<file path="src/rtl/adc_pkg.sv">
// ============================================================================
// Module      : adc_pkg
// Description : Shared types and constants for the ADC capture/decimation
//               block: FSM state encoding, ADC_control bit positions and
//               16-bit output saturation limits.
// Revision    : 1.0 - initial release
// ============================================================================
`default_nettype none

package adc_pkg;

    // Capture controller states
    typedef enum logic [1:0] {
        IDLE    = 2'd0,
        CAPTURE = 2'd1,
        DONE    = 2'd2
    } state_t;

    // ADC_control bit positions (bits 3:2 are reserved)
    localparam int CTRL_ENABLE = 0;
    localparam int CTRL_SINGLE = 1;

    // Output sample range (16-bit two's complement)
    localparam int SAT_MAX = 32767;
    localparam int SAT_MIN = -32768;

endpackage

`default_nettype wire

</file>
<file path="src/rtl/axis_sync_fifo.sv">
// ============================================================================
// Module      : axis_sync_fifo
// Description : Single-clock circular-buffer FIFO with full/empty flags.
//               The head entry is presented straight from the storage
//               registers. A write while full is accepted only when a read
//               happens in the same cycle.
// Revision    : 1.0 - initial release
// ============================================================================
`default_nettype none

module axis_sync_fifo #(
    parameter int WIDTH = 33,
    parameter int DEPTH = 4
) (
    input  logic             clk,
    input  logic             rst_n,
    input  logic             wr_en,
    input  logic [WIDTH-1:0] wr_data,
    input  logic             rd_en,
    output logic [WIDTH-1:0] rd_data,
    output logic             rd_valid,
    output logic             full,
    output logic             empty
);

    localparam int PTR_W = $clog2(DEPTH);

    logic [WIDTH-1:0] mem [DEPTH];
    logic [PTR_W-1:0] wr_ptr;
    logic [PTR_W-1:0] rd_ptr;
    logic [PTR_W:0]   count;
    logic             do_wr;
    logic             do_rd;

    assign empty    = (count == '0);
    assign full     = (count == (PTR_W+1)'(DEPTH));
    assign do_rd    = rd_en && !empty;
    // When full, the slot being written is the one being freed by the read
    assign do_wr    = wr_en && (!full || do_rd);
    assign rd_data  = mem[rd_ptr];
    assign rd_valid = !empty;

    // Storage, pointers and occupancy count
    always_ff @(posedge clk or negedge rst_n) begin
        if (!rst_n) begin
            for (int i = 0; i < DEPTH; i++) begin
                mem[i] <= '0;
            end
            wr_ptr <= '0;
            rd_ptr <= '0;
            count  <= '0;
        end else begin
            if (do_wr) begin
                mem[wr_ptr] <= wr_data;
                wr_ptr      <= wr_ptr + PTR_W'(1);
            end
            if (do_rd) begin
                rd_ptr <= rd_ptr + PTR_W'(1);
            end
            case ({do_wr, do_rd})
                2'b10:   count <= count + (PTR_W+1)'(1);
                2'b01:   count <= count - (PTR_W+1)'(1);
                default: count <= count;
            endcase
        end
    end

endmodule

`default_nettype wire

</file>
<file path="src/rtl/adc_capture_decim.sv">
// ============================================================================
// Module      : adc_capture_decim
// Description : ADC capture with integrate-and-dump decimation, saturation
//               to 16 bits, pairing into 32-bit AXI-Stream beats, framing
//               with tlast and a sticky overflow flag for dropped beats.
// Revision    : 1.0 - initial release
// ============================================================================
`default_nettype none

module adc_capture_decim
    import adc_pkg::*;
#(
    parameter int DATA_W     = 14,
    parameter int FIFO_DEPTH = 4
) (
    input  logic              aclk,
    input  logic              aresetn,
    input  logic [DATA_W-1:0] ADC_data,
    input  logic              ADC_valid,
    input  logic [3:0]        ADC_control,
    input  logic [15:0]       Decim_ratio,
    input  logic [4:0]        Decim_shift,
    input  logic [15:0]       Frame_len,
    output logic              ADC_sleep,
    output logic              Overflow,
    output logic [31:0]       M_AXIS_tdata,
    output logic [3:0]        M_AXIS_tkeep,
    output logic              M_AXIS_tlast,
    output logic              M_AXIS_tvalid,
    input  logic              M_AXIS_tready
);

    localparam int ACC_W = DATA_W + 16;

    state_t                    state;
    state_t                    state_nx;
    logic [15:0]               ratio_q;
    logic [15:0]               flen_q;
    logic [4:0]                shift_q;
    logic                      single_q;
    logic signed [ACC_W-1:0]   acc;
    logic [15:0]               samp_cnt;
    logic [15:0]               dump_val;
    logic                      dump_vld;
    logic [15:0]               low_half;
    logic                      half_full;
    logic [15:0]               frame_cnt;
    logic                      overflow_q;

    logic                      enable;
    logic                      start;
    logic                      take;
    logic                      last_samp;
    logic                      push;
    logic                      beat_last;
    logic                      pop;
    logic                      drop;
    logic                      fifo_full;
    logic                      fifo_empty;
    logic                      fifo_valid;
    logic [32:0]               fifo_out;
    logic signed [ACC_W-1:0]   sample_ext;
    logic signed [ACC_W-1:0]   sum_next;
    logic signed [ACC_W-1:0]   shifted;
    logic [15:0]               sat_val;
    logic                      unused_ctrl;

    assign unused_ctrl = ^ADC_control[3:2] ^ fifo_empty;

    assign enable    = ADC_control[CTRL_ENABLE];
    assign start     = (state == IDLE) && enable;
    // Nothing is consumed or emitted on the cycle capture is being abandoned
    assign take      = (state == CAPTURE) && enable && ADC_valid;
    assign last_samp = (samp_cnt == ratio_q - 16'd1);
    assign push      = (state == CAPTURE) && enable && dump_vld && half_full;
    assign beat_last = (frame_cnt == flen_q - 16'd1);
    assign pop       = fifo_valid && M_AXIS_tready;
    assign drop      = push && fifo_full && !pop;

    // Offset binary to two's complement: flip the MSB, then sign-extend
    assign sample_ext = ACC_W'($signed({~ADC_data[DATA_W-1], ADC_data[DATA_W-2:0]}));

    // Running sum, arithmetic scaling and clamp to the 16-bit output range
    always_comb begin
        sum_next = acc + sample_ext;
        shifted  = sum_next >>> shift_q;
        if (shifted > ACC_W'(SAT_MAX)) begin
            sat_val = 16'(SAT_MAX);
        end else if (shifted < ACC_W'(SAT_MIN)) begin
            sat_val = 16'(SAT_MIN);
        end else begin
            sat_val = shifted[15:0];
        end
    end

    // State register
    always_ff @(posedge aclk or negedge aresetn) begin
        if (!aresetn) begin
            state <= IDLE;
        end else begin
            state <= state_nx;
        end
    end

    // Next-state logic; dropping enable always wins over completion
    always_comb begin
        state_nx = state;
        case (state)
            IDLE: begin
                if (enable) state_nx = CAPTURE;
            end
            CAPTURE: begin
                if (!enable) begin
                    state_nx = IDLE;
                end else if (push && beat_last && single_q) begin
                    state_nx = DONE;
                end
            end
            DONE: begin
                if (!enable) state_nx = IDLE;
            end
            default: state_nx = IDLE;
        endcase
    end

    // Config latch, decimator, pairing, frame counter and overflow flag
    always_ff @(posedge aclk or negedge aresetn) begin
        if (!aresetn) begin
            ratio_q    <= 16'd1;
            flen_q     <= 16'd1;
            shift_q    <= '0;
            single_q   <= 1'b0;
            acc        <= '0;
            samp_cnt   <= '0;
            dump_val   <= '0;
            dump_vld   <= 1'b0;
            low_half   <= '0;
            half_full  <= 1'b0;
            frame_cnt  <= '0;
            overflow_q <= 1'b0;
        end else begin
            if (start) begin
                ratio_q    <= (Decim_ratio == 16'd0) ? 16'd1 : Decim_ratio;
                flen_q     <= (Frame_len == 16'd0) ? 16'd1 : Frame_len;
                shift_q    <= Decim_shift;
                single_q   <= ADC_control[CTRL_SINGLE];
                overflow_q <= 1'b0;
            end
            if (state != CAPTURE) begin
                // Outside capture all partial work is held cleared
                acc       <= '0;
                samp_cnt  <= '0;
                dump_vld  <= 1'b0;
                half_full <= 1'b0;
                frame_cnt <= '0;
            end else begin
                dump_vld <= take && last_samp;
                if (take) begin
                    if (last_samp) begin
                        acc      <= '0;
                        samp_cnt <= '0;
                        dump_val <= sat_val;
                    end else begin
                        acc      <= sum_next;
                        samp_cnt <= samp_cnt + 16'd1;
                    end
                end
                if (dump_vld) begin
                    if (half_full) begin
                        half_full <= 1'b0;
                    end else begin
                        low_half  <= dump_val;
                        half_full <= 1'b1;
                    end
                end
                // Dropped beats still advance the frame position
                if (push) begin
                    frame_cnt <= beat_last ? 16'd0 : frame_cnt + 16'd1;
                end
                if (drop) begin
                    overflow_q <= 1'b1;
                end
            end
        end
    end

    axis_sync_fifo #(
        .WIDTH (33),
        .DEPTH (FIFO_DEPTH)
    ) u_fifo (
        .clk      (aclk),
        .rst_n    (aresetn),
        .wr_en    (push),
        .wr_data  ({beat_last, dump_val, low_half}),
        .rd_en    (M_AXIS_tready),
        .rd_data  (fifo_out),
        .rd_valid (fifo_valid),
        .full     (fifo_full),
        .empty    (fifo_empty)
    );

    assign M_AXIS_tdata  = fifo_out[31:0];
    assign M_AXIS_tlast  = fifo_out[32];
    assign M_AXIS_tvalid = fifo_valid;
    assign M_AXIS_tkeep  = 4'b1111;
    assign Overflow      = overflow_q;
    assign ADC_sleep     = (state != CAPTURE);

endmodule

`default_nettype wire

</file>
<file path="config.mk">
export PLATFORM = sky130hd
export DESIGN_NAME = adc_capture_decim
export DESIGN_NICKNAME = d
export VERILOG_FILES = /design/src/rtl/adc_pkg.sv /design/src/rtl/axis_sync_fifo.sv /design/src/rtl/adc_capture_decim.sv
export SDC_FILE = /design/constraint.sdc
export NUM_CORES = 1
export LEC_CHECK = 0
export ABC_AREA = 1
export ABC_CLOCK_PERIOD_IN_PS = 4100
export CORE_AREA = 2 2 179 181
export CTS_BUF_LIST = sky130_fd_sc_hd__clkbuf_16
export CTS_CLUSTER_DIAMETER = 80
export DETAILED_ROUTE_END_ITERATION = 12
export DIE_AREA = 0 0 181 183
export PLACE_DENSITY = 0.82
export SYNTH_ARGS = -nofsm -noshare
export SYNTH_HDL_FRONTEND = slang
export SYNTH_SLANG_ARGS = --single-unit
</file>
<file path="constraint.sdc">
create_clock -name aclk -period 4.1 [get_ports aclk]
set_input_delay 1.025 -clock aclk [delete_from_list [all_inputs] [get_ports aclk]]
set_output_delay 1.025 -clock aclk [all_outputs]
set_load 0.01 [all_outputs]
</file>
==> results_dict.tcl, run 1 <==
set metrics [dict create \
    die_height_um 183 \
    holdPathStages 2 \
    final.setup_skew_ns 0.0194 \
    insertedDiodeCount 0 \
    seq_area_frac_synth_pct 40.8 \
    cp.required_ns 4.60 \
    numPortBuffers 92 \
    post_layout_instance_count_excluding_filler_cells 2942 \
    cell_chain_critical_path "clkdlybuf4s50_1 > ha_1 > inv_1 > fa_2 > inv_1 > nand3_1 > nand3_2 > nand2_1 > nand2_2 > nand2_1 > nand2_1 > xor2_1 > o21ai_0 > nand2_1 > o21ai_0 > or2_2 > nand3_1 > nand3_1 > o21ai_0 > nand2_2 > nand2_1 > nand2_1 > nand2_1" \
    globalplace.congestion 0.931 \
    layout.nets 2616 \
    synth-warning-count 0 \
    finish.instance_area_sq_um 20200 \
    ir_worst_vdd_v 0.000405 \
    synth_ff_type "sky130_fd_sc_hd__dfrtp_1" \
    post_synth_most_frequent_cells "sky130_fd_sc_hd__nand2_1 (831), sky130_fd_sc_hd__dfrtp_1 (274), sky130_fd_sc_hd__o21ai_0 (233), sky130_fd_sc_hd__inv_1 (218), sky130_fd_sc_hd__nand3_1 (153)" \
    hold-worst-slack_ns 0.473 \
    floorplan.initialDensity_pct 54.3 \
    cts.reportedPaths.clkPinSlew_ns 0.06 \
    first_pass_grt_wire_length_mm 75.0 \
    cp-start-kind "input pin" \
    synthDistinctLibCells 54 \
    power_per_cell_area_nw_per_um2 480 \
    path_delay_family "simple AND/OR/NAND/NOR gates" \
    post-place-ws_ns -0.502 \
    core.rowCount 65 \
    timing.max_cap.violations 0 \
    status "finished clean" \
    routed_wire_length_per_instance_um 15.7 \
    via_count 16300 \
    path_max_fanout 4 \
    reg2reg_to "dump_val[12]" \
    leakage_dissipation_nw 10.1 \
    cp.arrival_ns 4.39 \
    grt_util_all_layers_pct 27.4 \
    cts_tree "built" \
    placed_area_sq_um 18900 \
    overflow_left_after_global_routing 0 \
    reg2reg_slack_ns 0.77 \
    timing.final.crit_share_pct 94.8 \
    maxClockFrequency_ghz 0.257 \
    floorplan.die_area_sq_um 33100 \
    netlist_area_sq_um 16900 \
    clock_sink_count 276 \
    drt.antenna.violating_nets 0 \
    synthMostInstantiatedCell "sky130_fd_sc_hd__nand2_1" \
    crit_start "ADC_data[0]" \
    htree_num_levels 1 \
    synth-edff-count 0 \
    drc_errors 0 \
    yosys-top-cells-area "sky130_fd_sc_hd__dfrtp_1 (40%), sky130_fd_sc_hd__nand2_1 (18%), sky130_fd_sc_hd__o21ai_0 (6.9%), sky130_fd_sc_hd__inv_1 (4.8%), sky130_fd_sc_hd__nand3_1 (4.5%)" \
    postRouteWirelength_mm 46.1 \
    worst_hold_path.endpoint "u_fifo.mem[72]" \
    drt-vias-per-instance 5.53 \
    reg2reg_depth 22 \
    placedCellCount 2883 \
    antenna_violations_before_repair 0 \
    synth-async-reset-ratio_pct 100 \
    grt_start_max_net_pins 101 \
    maxSlewViolCount 0 \
    io_pins 99 \
    reg2reg_from "acc[0]" \
    actual_transition_at_the_worst_max_transition_pin_ns 1.02 \
    timing.slew.headroom_pct 31.6 \
    ys_ff_latch 276 \
    endpoint_kind "flip-flop" \
    fraction_of_final_layout_cells_sized_beyond_drive_strength_1_pct 12.2 \
    synth.top_cell.area_share_pct 40.5 \
    hold_class "flip-flop to flip-flop" \
    post-dp-hpwl_mm 31.6 \
    clock_path_buffers 3 \
    final_period_minus_worst_setup_slack_ns 3.89 \
    core_area_sq_um 31200 \
    numCtsBuffers 30 \
    synthDominantAreaCellType "sky130_fd_sc_hd__dfrtp_1" \
    clock_latency_late_sink_ns 0.58 \
    path_common_cell "sky130_fd_sc_hd__nand2_1" \
    dieWidth_um 181 \
    clock-root-buffer "sky130_fd_sc_hd__clkbuf_16" \
    critical_path.n_buffers_inverters 3 \
    synthToLayoutAreaGrowth_pct 19.0 \
    fillers 2663 \
    first_global_vias 15700 \
    timing_hold_violations_final 0 \
    postLayoutSetupSlackWorst_ns 0.214 \
    setup_violation_total_in_the_final_timing_report 0 \
    timing.hold.worst.start "u_fifo.mem[72]" \
    initialDrtViolationCount 1336 \
    worst-setup-path-type "input pin to flip-flop" \
    slowest_delay_ns 0.46 \
    netlist_instances 2370 \
    holdBufCountCts 0 \
    avgSynthCellArea_sq_um 7.15 \
    drtPass1Iterations 7 \
    critical-path-slowest-cell "sky130_fd_sc_hd__clkdlybuf4s50_1" \
]
per-stage QoR:
step	TNS [ns]	utilization (%)	total power [mW]
after global placement	-5.50	60.5	6.90
final	0	64.6	9.69
after global routing	-0.0703	64.6	10.3
after floorplan	0	-	5.47
after CTS	0	63.5	9.57
after detailed placement	-6.31	60.5	6.97
sequential cells by signal (all words and copies together), names as in the netlist, 3 cells and up:
register      cells
dump_val         16
flen_q           16
shift_q           5
ratio_q          16
samp_cnt         16
u_fifo.mem      132
acc              30
frame_cnt        16
u_fifo.count      3
low_half         16
logic make-up after synthesis:
logic type / count (synthesis) / share of synthesized area [%]
XOR/XNOR: 95 / 4.91
flip-flops: 276 / 40.8
other: 1 / 0.0221
buffers and inverters: 334 / 7.85
adder cells (fa/ha/maj): 40 / 3.04
AND/OR/NAND/NOR: 1270 / 31.9
AO/OA/AOI/OAI: 354 / 11.5
power by group:
part	leakage [nW]	internal [mW]	switching [mW]	total (mW)
Sequential	3.76	2.87	0.133	3.00
Clock	0.492	1.46	1.14	2.59
Combinational	5.85	1.68	2.41	4.09
Total	10.1	6.00	3.68	9.69
layout by cell type (no fill, tap or decap), drive strengths merged, types with 31 or more instances in the layout:
cell type / n
o22ai: 60
nor2: 165
ha: 38
inv: 236
dfrtp: 274
clkdlybuf4s50: 91
buf: 119
nand2: 871
clkbuf: 31
o21ai: 234
nand3: 165
a21oi: 32
xor2: 67
cell type report:
cell class                      count  area, sq um  share of cell area [%]
Timing Repair Buffer              211         1900                    9.42
Sequential cell                   276         6910                    34.3
Inverter                          233          880                    4.36
Tap cell                          402          503                    2.49
Multi-Input combinational cell   1765         9040                    44.8
Clock inverter                     25          194                   0.961
Clock buffer                       30          751                    3.72
repair_timing:
item | 4_1_cts | 5_1_grt
gates resized for setup | 0 | 67
buffers inserted | 0 | 1
setup endpoints to repair | 0 | 15
worst register-to-register path: stages (launching register included):
cell                      delay, ns
sky130_fd_sc_hd__dfrtp_1       0.35
sky130_fd_sc_hd__ha_1          0.20
sky130_fd_sc_hd__inv_1         0.07
sky130_fd_sc_hd__fa_2          0.34
sky130_fd_sc_hd__inv_1         0.08
sky130_fd_sc_hd__nand3_1       0.08
sky130_fd_sc_hd__nand3_2       0.11
sky130_fd_sc_hd__nand2_1       0.07
sky130_fd_sc_hd__nand2_2       0.10
sky130_fd_sc_hd__nand2_1       0.06
sky130_fd_sc_hd__nand2_1       0.07
sky130_fd_sc_hd__xor2_1        0.34
sky130_fd_sc_hd__o21ai_0       0.24
sky130_fd_sc_hd__nand2_1       0.10
sky130_fd_sc_hd__o21ai_0       0.11
sky130_fd_sc_hd__or2_2         0.31
sky130_fd_sc_hd__nand3_1       0.08
sky130_fd_sc_hd__nand3_1       0.13
sky130_fd_sc_hd__o21ai_0       0.16
sky130_fd_sc_hd__nand2_2       0.08
sky130_fd_sc_hd__nand2_1       0.07
sky130_fd_sc_hd__nand2_1       0.05
sky130_fd_sc_hd__nand2_1       0.06
worst max path at each step:
stage / endpoint / depth (start not counted)
after floorplan: dump_val[10] / 27
after global placement: dump_val[3] / 22
after detailed placement: dump_val[3] / 22
after CTS: dump_val[3] / 22
after global routing: dump_val[12] / 27
final: dump_val[12] / 23
layer usage:
metal,wire [um],vias to the layer above,track usage [%],part of all wire (%)
met5,0,-,0,0
met4,1660,0,9.59,3.6
met3,2650,114,2.64,5.7
met2,22700,595,49.0,49
met1,19100,7643,34.8,41
li1,-,7904,-,-
Power figures use the tool's default switching activity.
==> inputs of run 2 (changes only) <==
--- a/config.mk
+++ b/config.mk
@@ -7,12 +7,13 @@
 export LEC_CHECK = 0
 export ABC_AREA = 1
 export ABC_CLOCK_PERIOD_IN_PS = 4100
-export CORE_AREA = 2 2 179 181
-export CTS_BUF_LIST = sky130_fd_sc_hd__clkbuf_16
+export CORE_AREA = 2 2 183 185
+export CTS_BUF_LIST = sky130_fd_sc_hd__clkbuf_4
 export CTS_CLUSTER_DIAMETER = 80
 export DETAILED_ROUTE_END_ITERATION = 12
-export DIE_AREA = 0 0 181 183
+export DIE_AREA = 0 0 185 187
 export PLACE_DENSITY = 0.82
 export SYNTH_ARGS = -nofsm -noshare
 export SYNTH_HDL_FRONTEND = slang
+export SYNTH_HIERARCHICAL = 1
 export SYNTH_SLANG_ARGS = --single-unit
==> results_dict.tcl, run 2 <==
set metrics [dict create \
    ir_worst_vdd_v 0.000221 \
    via_count 17700 \
    drtPass1Iterations 6 \
    netlist_area_sq_um 17800 \
    routed_wire_length_per_instance_um 16.0 \
    final_period_minus_worst_setup_slack_ns 3.92 \
    overflow_left_after_global_routing 0 \
    rsz0062_at_grt "yes" \
    totalNegativeSetupSlack_ns 0 \
    drc_errors 0 \
    largest_reg_flops 132 \
    status "finished clean" \
    core_area_sq_um 32900 \
    timing.max_cap.violations 0 \
    antenna_violations_before_repair 1 \
    postRouteWirelength_mm 51.0 \
    numPortBuffers 92 \
    initialDrtViolationCount 1778 \
    use_met3_pct 4.65 \
    timing.final.crit_share_pct 95.6 \
    fraction_of_final_layout_cells_sized_beyond_drive_strength_1_pct 13.3 \
    dieWidth_um 185 \
    first_global_vias 17200 \
    worst-setup-path-type "flip-flop to output port" \
    path_max_fanout 67 \
    reg2reg_slack_ns 0.63 \
    cp.required_ns 3.07 \
    layout.nets 2772 \
    actual_transition_at_the_worst_max_transition_pin_ns 1.10 \
    leakage_dissipation_nw 10.8 \
    placed_area_sq_um 19900 \
    avgSynthCellArea_sq_um 7.16 \
    grt_start_max_net_pins 115 \
    grt_util_all_layers_pct 29.9 \
    timing.slew.headroom_pct 26.4 \
    cts_tree "built" \
    die_height_um 187 \
    layout.cells.most_common_list "sky130_fd_sc_hd__nand2_1 (856), sky130_fd_sc_hd__dfrtp_1 (273), sky130_fd_sc_hd__inv_1 (199), sky130_fd_sc_hd__nand3_1 (175), sky130_fd_sc_hd__nor2_1 (154)" \
    drt.antenna.violating_nets 0 \
    synth-warning-count 6 \
    io_pins 99 \
    most_common_library_cell_in_the_layout_ignoring_fill_and_taps "sky130_fd_sc_hd__nand2_1" \
    reg2reg_from "acc[8]" \
    postLayoutSetupSlackWorst_ns 0.179 \
    maxClockFrequency_ghz 0.255 \
    clock-root-buffer "sky130_fd_sc_hd__clkbuf_4" \
    fillers 2874 \
    synthToLayoutAreaGrowth_pct 17.1 \
    endpoint_kind "output port" \
    first_pass_grt_wire_length_mm 84.4 \
    cp-start-kind "flip-flop" \
    floorplan.initialDensity_pct 54.2 \
    global_routing_s_busiest_layer "met2" \
    top_register "u_fifo/mem" \
    timing_hold_violations_final 0 \
    floorplan.die_area_sq_um 34600 \
    clock_latency_late_sink_ns 0.78 \
    power_per_cell_area_nw_per_um2 465 \
    numCtsBuffers 75 \
    drt-vias-per-instance 5.59 \
    reg2reg_to "dump_val[8]" \
    grtUsageMet1_pct 38.9 \
    maxSlewViolCount 0 \
    clock_sink_count 276 \
    core.rowCount 67 \
    setup_violation_total_in_the_final_timing_report 0 \
    cts.reportedPaths.clkPinSlew_ns 0.06 \
    hold_class "input pin to async pin" \
    finish.instance_area_sq_um 20900 \
    holdBufCountCts 0 \
    reg_top3 "u_fifo/mem: 132 flops, acc: 30 flops" \
    multi_input_area_sq_um 9500 \
    htree_num_levels 3 \
    final.setup_skew_ns 0.0583 \
    clock_path_buffers 3 \
    cp-endpoint "M_AXIS_tdata[18]" \
    regArea_sq_um 6910 \
    reg2reg_depth 21 \
    grtUsageMet2_pct 49.8 \
    cp.arrival_ns 2.90 \
    post-place-ws_ns -0.486 \
    globalplace.congestion 0.951 \
    crit_start "u_fifo/rd_ptr[0]" \
    post-dp-hpwl_mm 35.2 \
    netlist_instances 2487 \
]
## run 2: final cells by class
cell class	instances	area share, %
diodes	1	0.0120
inverters	216	3.93
well taps	448	2.69
multi-input cells	1864	45.6
clock buffers	105	3.78
flip-flops and latches	276	33.1
repair buffers	240	10.2
clock inverters	26	0.732
## run 2: timing repair
action,4_1_cts,5_1_grt
setup endpoints to repair,0,36
setup buffers,0,0
gates resized for setup,0,15
## run 2: power by group
part | switching (mW) | internal [mW]
logic | 2.50 | 1.68
registers | 0.165 | 2.88
clock network | 1.22 | 1.26
## run 2: worst min path at each step
stage	end	slack, ns	from	depth (start not counted)
floorplan	u_fifo/mem[33]	0.44	u_fifo/mem[33]	2
global placement	u_fifo/mem[34]	0.45	u_fifo/mem[34]	2
detailed placement	u_fifo/mem[58]	0.45	u_fifo/mem[58]	2
CTS	frame_cnt[1]	0.35	aresetn	1
global route	frame_cnt[1]	0.37	aresetn	1
finish	frame_cnt[1]	0.28	aresetn	1
## run 2: critical path, cell delays in order (launching register included)
cell and delay (ns):
sky130_fd_sc_hd__dfrtp_2 0.39, sky130_fd_sc_hd__buf_4 0.59, sky130_fd_sc_hd__o21ai_0 0.25, sky130_fd_sc_hd__o22ai_1 0.31
sky130_fd_sc_hd__clkdlybuf4s50_1 0.60
## run 2: stage by stage
step           cells  hold slack (ns)  total power, mW  util [%]
2_1_floorplan   2490            0.437             5.60         -
3_3_place_gp    3044            0.448             7.11      60.5
3_5_place_dp    3044            0.453             7.19      60.5
4_1_cts         3175            0.345             9.70      63.3
5_1_grt         3176            0.368             10.4      63.5
6_report        3176            0.276             9.70      63.5
## run 2: layer usage
layer  vias up  part of all wire [%]
met5         -                     0
met4         0                   3.3
met3       128                   6.6
met2       694                    48
met1      8326                    42
li1       8596                     -
==> inputs of run 3 (changes only) <==
--- a/config.mk
+++ b/config.mk
@@ -7,12 +7,14 @@
 export LEC_CHECK = 0
 export ABC_AREA = 1
 export ABC_CLOCK_PERIOD_IN_PS = 4100
-export CORE_AREA = 2 2 183 185
+export CELL_PAD_IN_SITES_DETAIL_PLACEMENT = 0
+export CELL_PAD_IN_SITES_GLOBAL_PLACEMENT = 1
+export CORE_AREA = 2 2 202 204
 export CTS_BUF_LIST = sky130_fd_sc_hd__clkbuf_4
 export CTS_CLUSTER_DIAMETER = 80
 export DETAILED_ROUTE_END_ITERATION = 12
-export DIE_AREA = 0 0 185 187
-export PLACE_DENSITY = 0.82
+export DIE_AREA = 0 0 204 206
+export PLACE_DENSITY = 0.89
 export SYNTH_ARGS = -nofsm -noshare
 export SYNTH_HDL_FRONTEND = slang
 export SYNTH_HIERARCHICAL = 1
==> results_dict.tcl, run 3 (synthesis gave the netlist of run 2 again) <==
set metrics [dict create \
    numPortBuffers 92 \
    top_register "u_fifo/mem" \
    fraction_of_final_layout_cells_sized_beyond_drive_strength_1_pct 14.7 \
    cell_chain_critical_path "inv_1 > buf_4 > o21ai_0 > o22ai_1 > clkdlybuf4s50_1" \
    floorplan.initialDensity_pct 44.3 \
    globalplace.congestion 0.907 \
    status "finished clean" \
    actual_transition_at_the_worst_max_transition_pin_ns 1.04 \
    post-place-ws_ns -0.475 \
    most_common_library_cell_in_the_layout_ignoring_fill_and_taps "sky130_fd_sc_hd__nand2_1" \
    core_area_sq_um 40200 \
    cp.required_ns 3.07 \
    core.rowCount 74 \
    layout.nets 2791 \
    floorplan.die_area_sq_um 42000 \
    clock_path_buffers 3 \
    numCtsBuffers 78 \
    layout.cells.most_common_list "sky130_fd_sc_hd__nand2_1 (852), sky130_fd_sc_hd__dfrtp_1 (273), sky130_fd_sc_hd__inv_1 (198), sky130_fd_sc_hd__nand3_1 (167), sky130_fd_sc_hd__buf_4 (160)" \
    postLayoutSetupSlackWorst_ns 0.320 \
    hold_class "input pin to async pin" \
    dieWidth_um 204 \
    timing.max_cap.violations 0 \
    endpoint_kind "output port" \
    clock_latency_late_sink_ns 0.81 \
    cp-start-kind "flip-flop" \
    first_pass_grt_wire_length_mm 86.6 \
    cts.reportedPaths.clkPinSlew_ns 0.07 \
    rsz0062_at_grt "no" \
    drt-vias-per-instance 5.30 \
    reg_top3 "u_fifo/mem: 132 flops, acc: 30 flops" \
    postRouteWirelength_mm 52.3 \
    overflow_left_after_global_routing 0 \
    drt.antenna.violating_nets 0 \
    grt_util_all_layers_pct 25.6 \
    htree_num_levels 3 \
    drtPass1Iterations 5 \
    die_height_um 206 \
    worst-setup-path-type "flip-flop to output port" \
    io_pins 99 \
    routed_wire_length_per_instance_um 15.9 \
    maxSlewViolCount 0 \
    via_count 17400 \
    timing.slew.headroom_pct 30.1 \
    maxClockFrequency_ghz 0.265 \
    path_max_fanout 14 \
    synthToLayoutAreaGrowth_pct 19.3 \
    slowest_delay_ns 0.60 \
    cp.arrival_ns 2.76 \
    cts_tree "built" \
    timing.final.crit_share_pct 92.2 \
    first_global_vias 17200 \
    finish.instance_area_sq_um 21300 \
    initialDrtViolationCount 1188 \
    timing_hold_violations_final 0 \
    critical-path-slowest-cell "sky130_fd_sc_hd__clkdlybuf4s50_1" \
    clock_sink_count 276 \
    final.setup_skew_ns 0.0718 \
    cts_post_setup_buffers_inserted 0 \
    clock-root-buffer "sky130_fd_sc_hd__clkbuf_4" \
    placed_area_sq_um 20100 \
    ir_worst_vdd_v 0.000269 \
    post-dp-hpwl_mm 36.0 \
    largest_reg_flops 132 \
    power_per_cell_area_nw_per_um2 473 \
    grt_start_max_net_pins 101 \
    drc_errors 0 \
    final_period_minus_worst_setup_slack_ns 3.78 \
    antenna_violations_before_repair 2 \
    setup_violation_total_in_the_final_timing_report 0 \
    fillers 3942 \
    leakage_dissipation_nw 10.9 \
]
run 3: repair_timing:
action                     CTS  global route
setup endpoints to repair    0            15
hold buffers                 0             0
gates resized for setup      0            31
run 3: metal layers:
layer / GRT usage [%] / routed length (um) / up-vias
met5: 0 / 10 / -
met4: 10.6 / 1710 / 2
met3: 3.64 / 2710 / 117
met2: 44.0 / 25300 / 482
met1: 32.2 / 22600 / 8187
li1: - / - / 8627
run 3: per-stage QoR:
stage               utilization [%]  setup TNS (ns)  hold slack [ns]  instances  power, mW
floorplan                         -               0            0.437       2490       5.60
global placement               49.9           -6.88            0.448       3144       7.23
detailed placement             49.9           -6.88            0.454       3144       7.28
CTS                            52.5               0            0.276       3282       10.1
global route                   52.9               0            0.355       3283       10.8
finish                         52.9               0            0.322       3283       10.1
run 3: final timing paths:
check                                    to             start  slack (ns)  cells past startpoint
max                        M_AXIS_tdata[16]  u_fifo/rd_ptr[1]        0.32                      5
min                               flen_q[3]           aresetn        0.32                      1
max reg2reg                     dump_val[8]            acc[0]        0.72                     25
min reg2reg                  u_fifo/mem[55]    u_fifo/mem[55]        0.47                      2
max in group asynchronous        ratio_q[0]           aresetn        2.84                      2
min in group aclk            u_fifo/mem[55]    u_fifo/mem[55]        0.47                      2
run 3: critical path, delay by kind of cell, from the launching register on:
family	cells	cell delay, ns
flip-flops	1	0.40
buffers and inverters	3	1.20
AO/OA/AOI/OAI	2	0.36
run 3: layout make-up:
class,count,area (sq um),area share (%)
sequential,276,6910,32.5
antenna,1,2.50,0.0118
tap,532,666,3.13
inverter,216,816,3.84
timing repair buffer,256,2210,10.4
multi-input combinational,1864,9590,45.1
clock inverter,32,260,1.22
clock buffer,106,796,3.74
run 3: where the power goes:
group,internal (mW),switching (mW),leakage [nW]
clock network,1.47,1.28,0.612
registers,2.88,0.174,3.75
logic,1.74,2.51,6.57
